$ cat src/rtl/alarm_pkg.sv
// Shared types for the alarm clock time-set path.
package alarm_pkg;

    localparam int SPEED_W = $clog2(1000000) + 1;

    typedef enum logic [1:0] {
        IDLE = 2'd0,
        SLOW = 2'd1,
        MED  = 2'd2,
        FAST = 2'd3
    } ramp_state_t;

endpackage

$ cat src/rtl/tick_edge_detect.sv
// Registers a clk-synchronous tick and flags its rising edge in the current cycle.
module tick_edge_detect (
    input  logic clk,
    input  logic reset,
    input  logic tick_i,
    output logic rise_o
);

    logic tick_q;

    always_ff @(posedge clk) begin
        if (reset) tick_q <= 1'b0;
        else       tick_q <= tick_i;
    end

    assign rise_o = tick_i & ~tick_q;

endmodule

$ cat src/rtl/speed_ramp_ctrl.sv
// Time-set divider arbiter: grants one set button, ramps divider speed while held,
// and converts divider edges into increment pulses.
//   state | meaning
//   IDLE  | no owner, divider at IDLE_HZ, round-robin arbitration
//   SLOW  | owner holding, SLOW_HZ
//   MED   | owner held one step, MED_HZ
//   FAST  | owner held two steps, FAST_HZ (saturates)
module speed_ramp_ctrl
    import alarm_pkg::*;
#(
    parameter int BASE_SPEED  = 50000000,
    parameter int STEP_CYCLES = 100000000,
    parameter int IDLE_HZ     = 1,
    parameter int SLOW_HZ     = 2,
    parameter int MED_HZ      = 8,
    parameter int FAST_HZ     = 32
) (
    input  logic               clk,
    input  logic               reset,
    input  logic [1:0]         req,
    input  logic               div_tick,
    output logic [SPEED_W-1:0] speed,
    output logic               div_reset,
    output logic [1:0]         grant,
    output logic [1:0]         inc
);

    localparam int HOLD_W = $clog2(STEP_CYCLES);
    localparam logic [HOLD_W-1:0] HOLD_LAST = HOLD_W'(STEP_CYCLES - 1);

    if (BASE_SPEED < 1 || STEP_CYCLES < 2) begin : g_bad_timing
        $error("speed_ramp_ctrl: invalid BASE_SPEED or STEP_CYCLES");
    end
    if (IDLE_HZ < 1 || SLOW_HZ < 1 || MED_HZ < 1 || FAST_HZ < 1 ||
        IDLE_HZ > 1000000 || SLOW_HZ > 1000000 || MED_HZ > 1000000 || FAST_HZ > 1000000) begin : g_bad_speed
        $error("speed_ramp_ctrl: speed parameter out of range");
    end

    ramp_state_t        state_q, state_d;
    logic [HOLD_W-1:0]  hold_q, hold_d;
    logic               rr_q, rr_d;
    logic [SPEED_W-1:0] speed_q, speed_d;
    logic               div_reset_q, div_reset_d;
    logic [1:0]         grant_q, grant_d;
    logic [1:0]         inc_q, inc_d;
    logic               tick_rise;
    logic               win_bit;

    tick_edge_detect u_tick_edge (
        .clk    (clk),
        .reset  (reset),
        .tick_i (div_tick),
        .rise_o (tick_rise)
    );

    always_ff @(posedge clk) begin
        if (reset) begin
            state_q     <= IDLE;
            hold_q      <= '0;
            rr_q        <= 1'b0;
            speed_q     <= SPEED_W'(IDLE_HZ);
            div_reset_q <= 1'b0;
            grant_q     <= 2'b00;
            inc_q       <= 2'b00;
        end else begin
            state_q     <= state_d;
            hold_q      <= hold_d;
            rr_q        <= rr_d;
            speed_q     <= speed_d;
            div_reset_q <= div_reset_d;
            grant_q     <= grant_d;
            inc_q       <= inc_d;
        end
    end

    always_comb begin
        state_d     = state_q;
        hold_d      = hold_q;
        rr_d        = rr_q;
        speed_d     = speed_q;
        div_reset_d = 1'b0;
        grant_d     = grant_q;
        inc_d       = 2'b00;
        win_bit     = (req == 2'b11) ? rr_q : req[1];

        case (state_q)
            IDLE: begin
                if (req != 2'b00) begin
                    state_d     = SLOW;
                    hold_d      = '0;
                    speed_d     = SPEED_W'(SLOW_HZ);
                    div_reset_d = 1'b1;
                    grant_d     = win_bit ? 2'b10 : 2'b01;
                    inc_d       = win_bit ? 2'b10 : 2'b01;
                end
            end
            default: begin
                if ((req & grant_q) == 2'b00) begin
                    // Release beats both a step boundary and a coincident tick edge.
                    state_d     = IDLE;
                    hold_d      = '0;
                    speed_d     = SPEED_W'(IDLE_HZ);
                    div_reset_d = 1'b1;
                    grant_d     = 2'b00;
                    rr_d        = grant_q[0];
                end else begin
                    if (tick_rise && !div_reset_q) inc_d = grant_q;
                    if (state_q == FAST) begin
                        hold_d = '0;
                    end else if (hold_q == HOLD_LAST) begin
                        hold_d      = '0;
                        div_reset_d = 1'b1;
                        if (state_q == SLOW) begin
                            state_d = MED;
                            speed_d = SPEED_W'(MED_HZ);
                        end else begin
                            state_d = FAST;
                            speed_d = SPEED_W'(FAST_HZ);
                        end
                    end else begin
                        hold_d = hold_q + 1'b1;
                    end
                end
            end
        endcase
    end

    assign speed     = speed_q;
    assign div_reset = div_reset_q;
    assign grant     = grant_q;
    assign inc       = inc_q;

endmodule

$ cat config.mk
export PLATFORM = sky130hd
export DESIGN_NAME = speed_ramp_ctrl
export DESIGN_NICKNAME = d
export VERILOG_FILES = /design/src/rtl/alarm_pkg.sv /design/src/rtl/tick_edge_detect.sv /design/src/rtl/speed_ramp_ctrl.sv
export SDC_FILE = /design/constraint.sdc
export NUM_CORES = 1
export LEC_CHECK = 0
export ABC_AREA = 1
export BUFFER_PORTS_ARGS = -buffer_cell sky130_fd_sc_hd__clkbuf_2
export CAP_MARGIN = 15
export CORE_MARGIN = 4
export CORE_UTILIZATION = 50
export CTS_CLUSTER_DIAMETER = 60
export CTS_CLUSTER_SIZE = 24
export DETAILED_ROUTE_END_ITERATION = 8
export PLACE_DENSITY = 0.83
export SLEW_MARGIN = 20
export SYNTH_ARGS = -nofsm -noshare
export SYNTH_HDL_FRONTEND = slang
export SYNTH_SLANG_ARGS = --single-unit
$ cat constraint.sdc
create_clock -name clk -period 2 [get_ports clk]
set_input_delay 0.2 -clock clk [delete_from_list [all_inputs] [get_ports clk]]
set_output_delay 0.2 -clock clk [all_outputs]
set_load 0.01 [all_outputs]
==> load_flow_metrics.sql <==
INSERT INTO impl_metrics (metric_group, metric, value, unit) VALUES
('run_status', 'status', 'complete, no violations', ''),
('power', 'seq_power_share', '47.8', '%'),
('floorplan', 'die-area', '5960', 'um2'),
('routing', 'vias_per_cell', '5.17', ''),
('cts', 'post_cts_resized', '0', ''),
('yosys', 'synth_xor_xnor_area_share', '0.366', '%'),
('power', 'fraction_of_power_consumed_by_combinational_cells', '13.9', '%'),
('cts', 'post_cts.repair.setup_buffers', '0', ''),
('grt', 'gr-total-overflow', '0', ''),
('setup_path', 'r2r-end', 'hold_q[18]', ''),
('yosys', 'synth_seq_cells', '40', ''),
('power', 'leakage', '1.01', 'nW'),
('yosys', 'syn-instance-count', '371', ''),
('yosys', 'share_of_the_synthesized_area_in_compound_gates_ao_oa_aoi_oai', '13.7', '%'),
('setup_path', 'critical_path.slowest_cell', 'sky130_fd_sc_hd__dfxtp_1', ''),
('setup_path', 'timing_worst_setup_path_type', 'flop to flop', ''),
('yosys', 'synth_mux_area_share', '0', '%'),
('yosys', 'combinational_family_with_the_most_area_after_synthesis', 'simple AND/OR/NAND/NOR gates', ''),
('routing', 'drt_iter0_drc', '207', ''),
('sta', 'grt_setup_unrepaired', 'false', ''),
('layout', 'diodes', '0', ''),
('hold_path', 'holdCritPathClass', 'primary input to flop', ''),
('run', 'drv_cap', '0', ''),
('floorplan', 'die_width', '77.2', 'um'),
('sta', 'period_minus_slack', '1.74', 'ns'),
('layout', 'final_net_count', '393', ''),
('setup_path', 'cp_cell_sequence', 'ha_1, nand2_1, nor2_1, nand2_1, nor2_1, nand2_1, nand2_1, nand2_2, nand2_2, nor2_1', ''),
('yosys', 'synth_area', '2400', 'um2'),
('layout', 'util_after_layout', '56.9', '%'),
('cts', 'h-tree-depth', '2', ''),
('hold_path', 'whs_endpoint', 'u_tick_edge.tick_q', ''),
('routing', 'count_of_antenna_violating_nets_left_after_detailed_routing', '0', ''),
('sta', 'maxSlewViolCount', '0', ''),
('layout', 'fillers', '448', ''),
('grt', 'grt_antenna_before_repair', '0', ''),
('setup_path', 'crit_fanout', '8', ''),
('setup_path', 'timing.critical_path.max_delay_family', 'simple AND/OR/NAND/NOR gates', ''),
('routing', 'drc', '0', ''),
('cts', 'root_buffer', 'sky130_fd_sc_hd__clkbuf_8', ''),
('floorplan', 'die_height', '77.2', 'um'),
('routing', 'first_pass_iters', '4', ''),
('floorplan', 'ios', '31', ''),
('floorplan', 'rows', '24', ''),
('power', 'cell_internal_pwr', '1.28', 'mW'),
('sta', 'report.final.hold_viol_count', '0', ''),
('cts', 'cts_tree', 'built', ''),
('yosys', 'yosysWarningCount', '0', ''),
('hold_path', 'hold_start', 'div_tick', ''),
('sta', 'fin_worst_hold_slack', '0.107', 'ns'),
('setup_path', 'timing.critical_path.buf_inv', '0', ''),
('placement', 'detailed_place_hpwl', '3860', 'um'),
('sta', 'clock.fmax', '576', 'MHz'),
('routing', 'via_count', '2273', ''),
('power', 'pwr_density_cell', '694', 'nW/um2'),
('sta', 'setup_viol_count_final', '0', ''),
('layout', 'layout-area-overhead-vs-synth', '7.00', '%'),
('layout', 'final-seq-area', '801', 'um2'),
('setup_path', 'cp-start-kind', 'flop', ''),
('yosys', 'synth_fa_ha_area_share', '0.522', '%'),
('power', 'vdd_ir_drop_max', '0.000506', 'V'),
('setup_path', 'rrSetupSlack', '0.26', 'ns'),
('floorplan', 'design.core.area', '4500', 'um2'),
('setup_path', 'timing.reg2reg.worst_path_depth', '10', ''),
('placement', 'buffers_on_ports', '13', ''),
('power', 'power_switching_share', '28.2', '%'),
('power', 'power_switching', '502', 'uW'),
('yosys', 'syn-mean-instance-area', '6.46', 'um2'),
('layout', 'layout_cell_share_with_drive_strength_beyond_1', '13.7', '%'),
('routing', 'route.detailed.wl_per_inst', '11.9', 'um'),
('hold_path', 'hold-path-cell-count', '3', ''),
('grt', 'first_global_vias', '2031', '');
## worst min-delay path, stage by stage
cell	delay, ns
sky130_fd_sc_hd__clkbuf_2	0.08
sky130_fd_sc_hd__inv_1	0.06
sky130_fd_sc_hd__nor2_1	0.04
## cells in the final DEF, fill, tap and decap left out, drive strengths merged, types with 4 or more instances in the layout
cell type  Yosys  final
nor3          13     13
clkbuf         3     18
inv           42     43
nand4          6      6
nand3         22     22
buf           21      4
dfxtp         40     40
nand2        112    112
nor2          51     51
conb           1     17
o21ai         14     14
a21oi         34     34
## Yosys cell counts, drive strengths merged
library cell  count  share of area [%]
a21oi            34                8.5
nand3            22                4.8
nor3             13                2.7
nor3b             1               0.31
xor2              1               0.37
o22ai             1               0.26
buf              21                6.5
inv              42                6.6
ha                1               0.52
clkbuf            3               0.47
o21a              1               0.31
dfxtp            40                 33
nor2             51                9.5
nand4             6                1.6
nor4              1               0.26
o21ai            14                3.4
nand2           112                 19
a21o              1               0.31
and2              1               0.26
o21bai            1               0.31
a22oi             1               0.31
a31oi             1               0.26
conb              1               0.16
clkinv            1               0.16
## registers in the layout (all words and copies together), names as in the netlist
| register | flops |
|---|---|
| inc | 2 |
| div_reset | 1 |
| state_q | 2 |
| grant | 2 |
| rr_q | 1 |
| speed | 4 |
| u_tick_edge.tick_q | 1 |
| hold_q | 27 |
## per-stage QoR
stage	instances	setup slack, ns	total power [mW]	area, um2
final	440	0.264	1.78	2560
after global routing	440	0.0401	1.87	2560
after CTS	440	0.263	1.80	2560
after detailed placement	432	0.285	1.12	2450
after global placement	432	0.341	1.11	2450
after floorplan	387	0.498	1.08	2460
## metal layers
layer	wire length [um]	global-route usage, %
met5	0	0
met4	115	8.01
met2	2530	30.7
met1	2330	22.5
met3	264	4.92
## layout make-up
| cell class | count | area share (%) |
|---|---|---|
| flip-flops and latches | 40 | 31.2 |
| multi-input cells | 280 | 51.7 |
| clock buffers | 5 | 2.68 |
| well taps | 52 | 2.54 |
| repair buffers | 17 | 3.71 |
| clock inverters | 3 | 1.81 |
| inverters | 43 | 6.30 |
## power groups by stage
stage / Combinational [mW] / Clock [mW] / Sequential (mW)
after floorplan: 0.201 / 0 / 0.876
after global placement: 0.243 / 0 / 0.868
after detailed placement: 0.247 / 0 / 0.869
after CTS: 0.249 / 0.696 / 0.850
after global routing: 0.277 / 0.739 / 0.854
final: 0.248 / 0.681 / 0.851
## worst max path at each step
| stage | start | endpoint | cells after the start |
|---|---|---|---|
| CTS | hold_q[0] | hold_q[2] | 10 |
| finish | hold_q[0] | hold_q[18] | 10 |
| global route | hold_q[0] | hold_q[8] | 10 |
| floorplan | hold_q[0] | hold_q[7] | 10 |
| global placement | hold_q[0] | hold_q[12] | 10 |
| detailed placement | hold_q[0] | hold_q[2] | 10 |
## logic make-up after synthesis
logic type / Yosys count
other cells: 1
simple gates: 207
xor+xnor: 1
fa+ha+maj: 1
buf+inv: 67
flops: 40
compound gates: 54
Note: power is estimated with default switching activity, not from simulation.
